--- src/rtl/rx_handoff_ctrl.sv ---
// rx_handoff_ctrl: buffers received UART bytes in a small circular FIFO and hands
// them to the CPU one at a time through a 4-phase ready/acknowledge handshake.
module rx_handoff_ctrl #(
    parameter int DEPTH = 4
) (
    input  logic                   clk_clk,
    input  logic                   reset_reset,
    input  logic                   uart_valid,
    input  logic [7:0]             uart_data,
    input  logic                   uart_parity_err,
    input  logic                   cpu_ack,
    output logic [7:0]             cpu_data,
    output logic                   cpu_parity,
    output logic                   cpu_ready,
    output logic [$clog2(DEPTH):0] fifo_level,
    output logic [7:0]             overflow_cnt,
    output logic [7:0]             perr_cnt
);
    localparam int AW = $clog2(DEPTH);
    localparam logic [AW:0] FULL_LEVEL = (AW+1)'(DEPTH);

    typedef enum logic [1:0] {IDLE, PRESENT, WAIT_REL} state_t;

    state_t        state;
    logic [8:0]    mem [DEPTH];
    logic [AW-1:0] rd_ptr;
    logic [AW-1:0] wr_ptr;
    logic          pop;
    logic          push;

    // The head stays in the FIFO while presented; it leaves only when the CPU acknowledges.
    assign pop  = (state == PRESENT) && cpu_ack;
    assign push = uart_valid && ((fifo_level < FULL_LEVEL) || pop);

    always_ff @(posedge clk_clk) begin
        if (push && !reset_reset) begin
            mem[wr_ptr] <= {uart_parity_err, uart_data};
        end
    end

    always_ff @(posedge clk_clk) begin
        if (reset_reset) begin
            state        <= IDLE;
            rd_ptr       <= '0;
            wr_ptr       <= '0;
            fifo_level   <= '0;
            overflow_cnt <= '0;
            perr_cnt     <= '0;
            cpu_data     <= '0;
            cpu_parity   <= 1'b0;
            cpu_ready    <= 1'b0;
        end else begin
            if (push) begin
                wr_ptr <= wr_ptr + 1'b1;
            end
            if (pop) begin
                rd_ptr <= rd_ptr + 1'b1;
            end

            case ({push, pop})
                2'b10:   fifo_level <= fifo_level + 1'b1;
                2'b01:   fifo_level <= fifo_level - 1'b1;
                default: fifo_level <= fifo_level;
            endcase

            if (uart_valid && !push && (overflow_cnt != 8'hFF)) begin
                overflow_cnt <= overflow_cnt + 8'd1;
            end
            if (push && uart_parity_err && (perr_cnt != 8'hFF)) begin
                perr_cnt <= perr_cnt + 8'd1;
            end

            // A stale acknowledge left high keeps the FSM in IDLE until the CPU releases it.
            case (state)
                IDLE: begin
                    if ((fifo_level != '0) && !cpu_ack) begin
                        state                  <= PRESENT;
                        {cpu_parity, cpu_data} <= mem[rd_ptr];
                        cpu_ready              <= 1'b1;
                    end
                end
                PRESENT: begin
                    if (cpu_ack) begin
                        state     <= WAIT_REL;
                        cpu_ready <= 1'b0;
                    end
                end
                WAIT_REL: begin
                    if (!cpu_ack) begin
                        state <= IDLE;
                    end
                end
                default: begin
                    state     <= IDLE;
                    cpu_ready <= 1'b0;
                end
            endcase
        end
    end
endmodule

--- config.mk ---
export PLATFORM = sky130hd
export DESIGN_NAME = rx_handoff_ctrl
export DESIGN_NICKNAME = d
export VERILOG_FILES = /design/src/rtl/rx_handoff_ctrl.sv
export SDC_FILE = /design/constraint.sdc
export NUM_CORES = 1
export LEC_CHECK = 0
export ABC_AREA = 1
export BUFFER_PORTS_ARGS = -buffer_cell sky130_fd_sc_hd__buf_2
export CAP_MARGIN = 20
export CORE_MARGIN = 2
export CORE_UTILIZATION = 30
export DETAILED_ROUTE_END_ITERATION = 10
export PLACE_DENSITY = 0.51
export RECOVER_POWER = 50
export SYNTH_ARGS = -nofsm -noshare
export SYNTH_HDL_FRONTEND = slang
export SYNTH_SLANG_ARGS = --single-unit
--- constraint.sdc ---
create_clock -name clk_clk -period 1.9 [get_ports clk_clk]
set_input_delay 0.285 -clock clk_clk [delete_from_list [all_inputs] [get_ports clk_clk]]
set_output_delay 0.285 -clock clk_clk [all_outputs]
set_load 0.02 [all_outputs]
==> results of run 1 <==
## worst min-delay path by stage
stage,start,slack (ns),end,cells past startpoint
floorplan,uart_data[0],0.38,mem[0][0],0
global route,uart_data[7],0.22,mem[0][7],1
finish,uart_data[0],0.21,mem[3][0],1
global placement,cpu_ready,0.49,cpu_ready,2
CTS,uart_data[6],0.14,mem[1][6],1
detailed placement,cpu_ready,0.49,cpu_ready,2
## cell type report
type / instances / area share
flip-flops and latches: 71 / 0.490
clock inverters: 7 / 0.0148
clock buffers: 9 / 0.0340
well taps: 136 / 0.0468
inverters: 28 / 0.0289
multi-input cells: 228 / 0.321
repair buffers: 51 / 0.0643
## per-layer routing
layer  up-vias  wire [µm]  global-route usage
met5         -          0                   0
met1      1087       3230               0.164
li1       1221          -                   -
met2        34       2940               0.190
met4         0        108              0.0451
met3         9        164              0.0229
## cells by family after synthesis
logic type,synth area share
AOI/OAI and AO/OA,0.106
xor gates and xnor gates,0.0141
adders and majority gates,0.0347
buffers and inverters,0.0476
DFF,0.574
and+or+nand+nor,0.223
## per-stage QoR
step / power (mW) / utilization / worst slack, ns / hold WS, ns / instance area, µm²
floorplan: 2.01 / - / 0.0324 / 0.384 / 3100
global placement: 2.14 / 0.345 / 0.108 / 0.488 / 3510
detailed placement: 2.15 / 0.345 / 0.0711 / 0.486 / 3510
CTS: 3.27 / 0.362 / 0.0606 / 0.140 / 3690
global route: 3.37 / 0.357 / 0.0248 / 0.216 / 3640
finish: 3.20 / 0.357 / 0.144 / 0.206 / 3640
## critical path, cell delays in order (launching register included)
cell and delay, ns:
dfxtp_2 0.36, inv_2 0.06, nand3_4 0.08, nand2_4 0.05, nand2_1 0.08, ha_1 0.14, inv_1 0.06, fa_1 0.38
a21oi_1 0.14, o21ai_0 0.11, o21ai_1 0.13, a21oi_1 0.05
## power breakdown
group	internal [mW]	switching [mW]
clock network	0.485	0.626
logic	0.113	0.245
registers	1.68	0.0490
total	2.28	0.920
## registers in the layout, indices dropped and copies added, names as in the netlist, 2 cells and up
register,flops
state,2
overflow_cnt,8
mem,36
wr_ptr,2
fifo_level,3
perr_cnt,8
rd_ptr,2
cpu_data,8
## synth_stat cells (all sizes together) (2+ instances only)
cell type	n	area share
inv	28	0.034
nor2	75	0.10
xor2	3	0.0085
nand3b	3	0.0073
edfxtp	36	0.35
o21ai	36	0.058
o22ai	9	0.018
nand3	12	0.029
buf	6	0.011
a21oi	17	0.030
nand2	60	0.075
xnor2	2	0.0056
clkbuf	2	0.0024
ha	7	0.028
dfxtp	35	0.23
## cells in the final DEF, fill, tap and decap left out, types with 3 or more instances in the layout
cell type    n
o21ai_0     35
a21oi_1     15
clkbuf_8     9
nor2_1      67
ha_1         7
clkbuf_1    35
edfxtp_1    36
nand3_1      9
inv_6        3
nand3b_1     3
buf_2        7
xor2_1       3
clkinvlp_4   3
o22ai_1      9
inv_1       27
nor2_2       5
dfxtp_1     33
nand2_1     59
buf_4        9
==> summary.md, run 1 <==
| Metric | Value |
|---|---|
| Crit end category | register |
| CP Data Arrival Time | 1.99 ns |
| RSZ-0062 raised after global routing | false |
| Pwr Density | 880 nW/µm² |
| GRT Overall Usage | 0.120 |
| Vias in the first global route | 2200 |
| Post-synth EDFFs | 36 |
| Clock buffer depth | 2 |
| Hold-fix buffers, CTS | 0 |
| Post-Syn Nets | 356 |
| Final wirelength | 6450 µm |
| Filler cells | 1083 |
| Post-Layout Cell Count | 530 |
| Area of the core | 10200 µm² |
| Root Driver | clkbuf_8 |
| Die area | 11200 µm² |
| Fin crit period | 1.76 ns |
| Post-Syn Instances | 335 |
| Initial Util | 0.305 |
| Area grow syn2layout | 17.3% |
| Setup TNS | 0 ns |
| Total CTS buffers | 9 |
| Final period utilization | 0.924 |
| Peak supply drop | 0.300 mV |
| Worst min-delay path class | in2reg |
| Detailed placement HPWL | 4410 µm |
| Max cap viols | 0 |
| Via density per instance | 4.44 |
| Distinct cells, synth | 29 |
| Gr ovfl total | 0 |
| Synth async-reset ratio | 0 |
| Run status | completed |
| IO Port Bufs | 41 |
| TritonRoute pass-1 iters | 4 |
| CTS tree | done |
| I/O pins | 42 |
| Chip Width | 106 µm |
| Post-CTS setup buffers | 0 |
| Clk slew on worst S/H paths | 0.08 ns |
| Via count | 2351 |
| Critical setup path kind | reg2reg |
| Average size of a mapped cell | 9.26 µm² |
| Reg area | 1780 µm² |
| Least-Margin Pin Slew | 0.546 ns |
| Final clock skew | 0.00866 ns |
| RR Endpoint | fifo_level[2] |
| Clock sink count | 71 |
| Final setup viols | 0 |
| Placed Cells | 514 |
| Achievable Freq | 0.569 GHz |
| Multi-input logic area | 1170 µm² |
| Crit-path max FO | 4 |
| First-pass GRT wire length | 10800 µm |
| Slew HR | 0.636 |
| Crit. Startpoint | state[1] |
| Resized Gates After CTS | 0 |
| Iteration-0 DRC Markers | 105 |
| Die Ht | 106 µm |
| Largest net degree at the start of global routing | 26 |
| Reg-to-Reg Start | state[1] |
| Netlist Area Pre-Place | 3100 µm² |
| Reg2Reg Depth | 11 |
| Ant. Diodes | 0 |
| Share of cells above drive strength 1 | 0.124 |
| DRC | 0 |
| CP Capture Point | fifo_level[2] |
| R2r setup slk | 0.14 ns |
| Hold Violations, Final | 0 |
| H-Tree Level Count | 3 |
| Leak pwr | 1.34 nW |
| Pins Over Slew Limit | 0 |
| Routability Congestion | 0.743 |
| FP Rows | 37 |
| Startpoint types | register |
| Most used flip-flop cell after synthesis | edfxtp_1 |
| Antenna viol nets, final | 0 |
| Sequential-to-total area share from yosys stat | 0.574 |
| Worst-Skew Late Latency | 0.35 ns |
| Syn. warnings | 0 |
| Initial antenna violation count | 0 |
| Wire length per cell | 12.2 µm |
| Final net count | 410 |
| Post-synthesis register bit count | 71 |
| Critical Path RT | 2.13 ns |
Note: power is estimated with default switching activity, not from simulation.
==> run 2: changes to the inputs <==
Settings changed: ABC_AREA 1 to default, CORE_UTILIZATION 30 to 51, PLACE_DENSITY 0.51 to 0.77.
==> summary.md, run 2 <==
| Metric | Value |
|---|---|
| Largest register by flop count | mem |
| Netlist Area Pre-Place | 2970 µm² (-4.4%) |
| Antenna viol nets, final | 0 (unchanged) |
| DRC | 0 (unchanged) |
| Chip Width | 80.3 µm (-24%) |
| Area of placed instances | 3430 µm² (-2.4%) |
| H-Tree Level Count | 3 (unchanged) |
| Crit end category | register |
| Slew HR | 0.650 (+0.0141) |
| Clk slew on worst S/H paths | 0.08 ns (about the same) |
| Clock buffer depth | 2 (unchanged) |
| GRT Overall Usage | 0.185 (+0.0653) |
| Sequential-to-total area share from yosys stat | 0.601 (+0.0267) |
| Initial Util | 0.532 (+0.227) |
| Critical path, cell by cell | and3b_2, o21ai_4, ha_4, inv_2, fa_2, xor2_1, or3_1, a21oi_1 |
| Via density per instance | 5.28 (+19%) |
| Gr ovfl total | 0 (unchanged) |
| Largest cells by area after synthesis | edfxtp_1 (36%), dfxtp_1 (24%), mux4_2 (6.8%), mux2i_1 (3.7%), nor2_1 (3.7%) |
| Detailed placement HPWL | 3690 µm (-16%) |
| Startpoint types | register |
| Syn. warnings | 0 (unchanged) |
| Worst min-delay path class | in2reg |
| Most frequent cells in the layout | clkbuf_1 (37), edfxtp_1 (36), dfxtp_1 (33) |
| CTS tree | done |
| Final wirelength | 5470 µm (-15%) |
| Vias in the first global route | 1788 (-19%) |
| Pwr Density | 906 nW/µm² (+3.0%) |
| Fin crit period | 1.90 ns (+0.139 ns) |
| Die Ht | 80.3 µm (-24%) |
| Delay-heaviest family, CP | simple AND/OR/NAND/NOR gates |
| Area share of the largest cell type after synthesis | 0.365 (+0.0162) |
| Final period utilization | 0.997 (+0.0731) |
| RSZ-0062 raised after global routing | true |
| Initial antenna violation count | 0 (unchanged) |
| Max cap viols | 0 (unchanged) |
| Largest register FFs | 36 (unchanged) |
| Least-Margin Pin Slew | 0.512 ns (-0.0339 ns) |
| Area grow syn2layout | 21.4% |
| Area of the core | 5570 µm² (-45%) |
| Via count | 1944 (-17%) |
| Achievable Freq | 0.528 GHz (-7.3%) |
| Ant. Diodes | 0 (unchanged) |
| Total CTS buffers | 9 (unchanged) |
| Hold Violations, Final | 0 (unchanged) |
| Fin util | 0.646 (+0.288) |
| IO Port Bufs | 41 (unchanged) |
| Leak pwr | 1.22 nW (-9.6%) |
| Leading area contributor after synthesis | edfxtp_1 |
| Synth async-reset ratio | 0 (unchanged) |
| First-pass GRT wire length | 8690 µm (-19%) |
| CP Data Arrival Time | 2.17 ns (+0.18 ns) |
| CP max stage delay | 0.32 ns (-0.06 ns) |
| Critical Path RT | 2.18 ns (+0.05 ns) |
| Worst-Skew Late Latency | 0.34 ns (about the same) |
| Run status | completed |
| TritonRoute pass-1 iters | 5 (+1) |
| Pins Over Slew Limit | 0 (unchanged) |
| Post-Syn Nets | 248 (-30%) |
| Distinct cells, synth | 47 (+62%) |
| Final Power | 3.26 mW (+1.8%) |
| Post-synth EDFFs | 36 (unchanged) |
| Final net count | 312 (-24%) |
| Most used flip-flop cell after synthesis | edfxtp_1 |
| Final setup viols | 0 (unchanged) |
| Die area | 6440 µm² (-42%) |
| Root Driver | clkbuf_8 |
| Most common library cells after synthesis | edfxtp_1 (36), dfxtp_1 (35), nor2_1 (29) |
| Worst path bufs/invs | 1 (-1) |
| Design area | 3600 µm² (-1.1%) |
| Hold slack | 0.192 ns (-0.0146 ns) |
| Share of cells above drive strength 1 | 0.223 (+0.0986) |
| Largest net degree at the start of global routing | 22 (-15%) |
| Worst path slowest cell | dfxtp_2 |
| Critical setup path kind | reg2reg |
| Most numerous cell in the Yosys netlist | edfxtp_1 |
| Crit-path max FO | 3 (-1) |
| Clock sink count | 71 (unchanged) |
| Iteration-0 DRC Markers | 99 (-5.7%) |
| Post-Syn Instances | 227 (-32%) |
| Wire length per cell | 14.9 µm (+22%) |
| Routability Congestion | 0.799 (+7.5%) |
| Final clock skew | 0.0115 ns (+0.00283 ns) |
| FP Rows | 27 (-27%) |
| Peak supply drop | 0.553 mV (+84%) |
| Commonest non-fill, non-tap cell in the layout | clkbuf_1 |
| I/O pins | 42 (unchanged) |
| Average size of a mapped cell | 13.1 µm² (+41%) |
| Post-synthesis register bit count | 71 (unchanged) |
run 2: cell types whose count changed after synthesis, moves of 5 or more:
| cell | previous run | this run |
|---|---|---|
| inv_1 | 25 | 8 |
| mux4_2 | 0 | 9 |
| nor2_1 | 67 | 29 |
| mux2i_1 | 0 | 11 |
| nor2_2 | 5 | 0 |
| o21ai_0 | 36 | 4 |
| o22ai_1 | 9 | 0 |
| and2_1 | 0 | 5 |
| nand2_1 | 59 | 6 |
run 2: kinds of logic after synthesis:
| family | count (synthesis) | synth area share |
|---|---|---|
| flops | 71 | 0.601 |
| simple gates | 70 | 0.124 |
| compound gates | 30 | 0.0730 |
| mux | 22 | 0.114 |
| buf+inv | 17 | 0.0253 |
| xor+xnor | 9 | 0.0266 |
| fa+ha+maj | 8 | 0.0363 |
run 2: path summary, 6_finish.rpt:
kind,startpoint,end,slack [ns],cells after the start
worst max-delay path,state[1],fifo_level[2],0.005,8
worst min-delay path,uart_data[4],mem[2][4],0.19,1
worst max register to register,state[1],fifo_level[2],0.005,8
worst min register to register,cpu_ready,cpu_ready,0.50,2
run 2: metal layers:
| metal | GRT usage | routed length [µm] | part of all wire |
|---|---|---|---|
| met3 | 0.0506 | 245 | 0.045 |
| met2 | 0.279 | 2710 | 0.49 |
| met5 | 0 | 0 | 0 |
| met4 | 0.0864 | 49 | 0.0090 |
| met1 | 0.250 | 2470 | 0.45 |
run 2: cell type report:
type	instances	area, µm²
Clock buffer	9	124
Clock inverter	7	61.3
Fill cell	446	1980
Inverter	8	30.0
Multi-Input combinational cell	139	1140
Sequential cell	71	1780
Tap cell	72	90.1
Timing Repair Buffer	62	367
run 2: worst reg2reg max path: cells and delay by family (launching register included):
kind | cells | cell delay, ns
compound gates | 2 | 0.29
buf+inv | 1 | 0.03
flops | 1 | 0.32
xor+xnor | 1 | 0.15
simple gates | 2 | 0.56
fa+ha+maj | 2 | 0.48
run 2: stage by stage:
stage | setup TNS (ns) | setup slack (ns) | cells
after detailed placement | -0.188 | -0.169 | 349
after CTS | 0 | 0.0143 | 368
after global placement | -0.0884 | -0.0884 | 349
after global routing | -0.0848 | -0.0848 | 368
after floorplan | -0.136 | -0.136 | 227
final | 0 | 0.00479 | 368
run 2: timing repair:
| action | in CTS | in global routing |
|---|---|---|
| cloned | 0 | 0 |
| resized for setup | 2 | 0 |
| hold buffers | 0 | 0 |
| buffers inserted | 3 | 0 |
| setup endpoints to repair | 1 | 1 |
| pin swaps | 2 | 0 |
run 2: power breakdown:
group	total [mW]	internal, mW	switching, mW
sequential	1.72	1.68	0.0378
clock	1.11	0.498	0.610
combinational	0.430	0.185	0.245
total	3.26	2.37	0.892
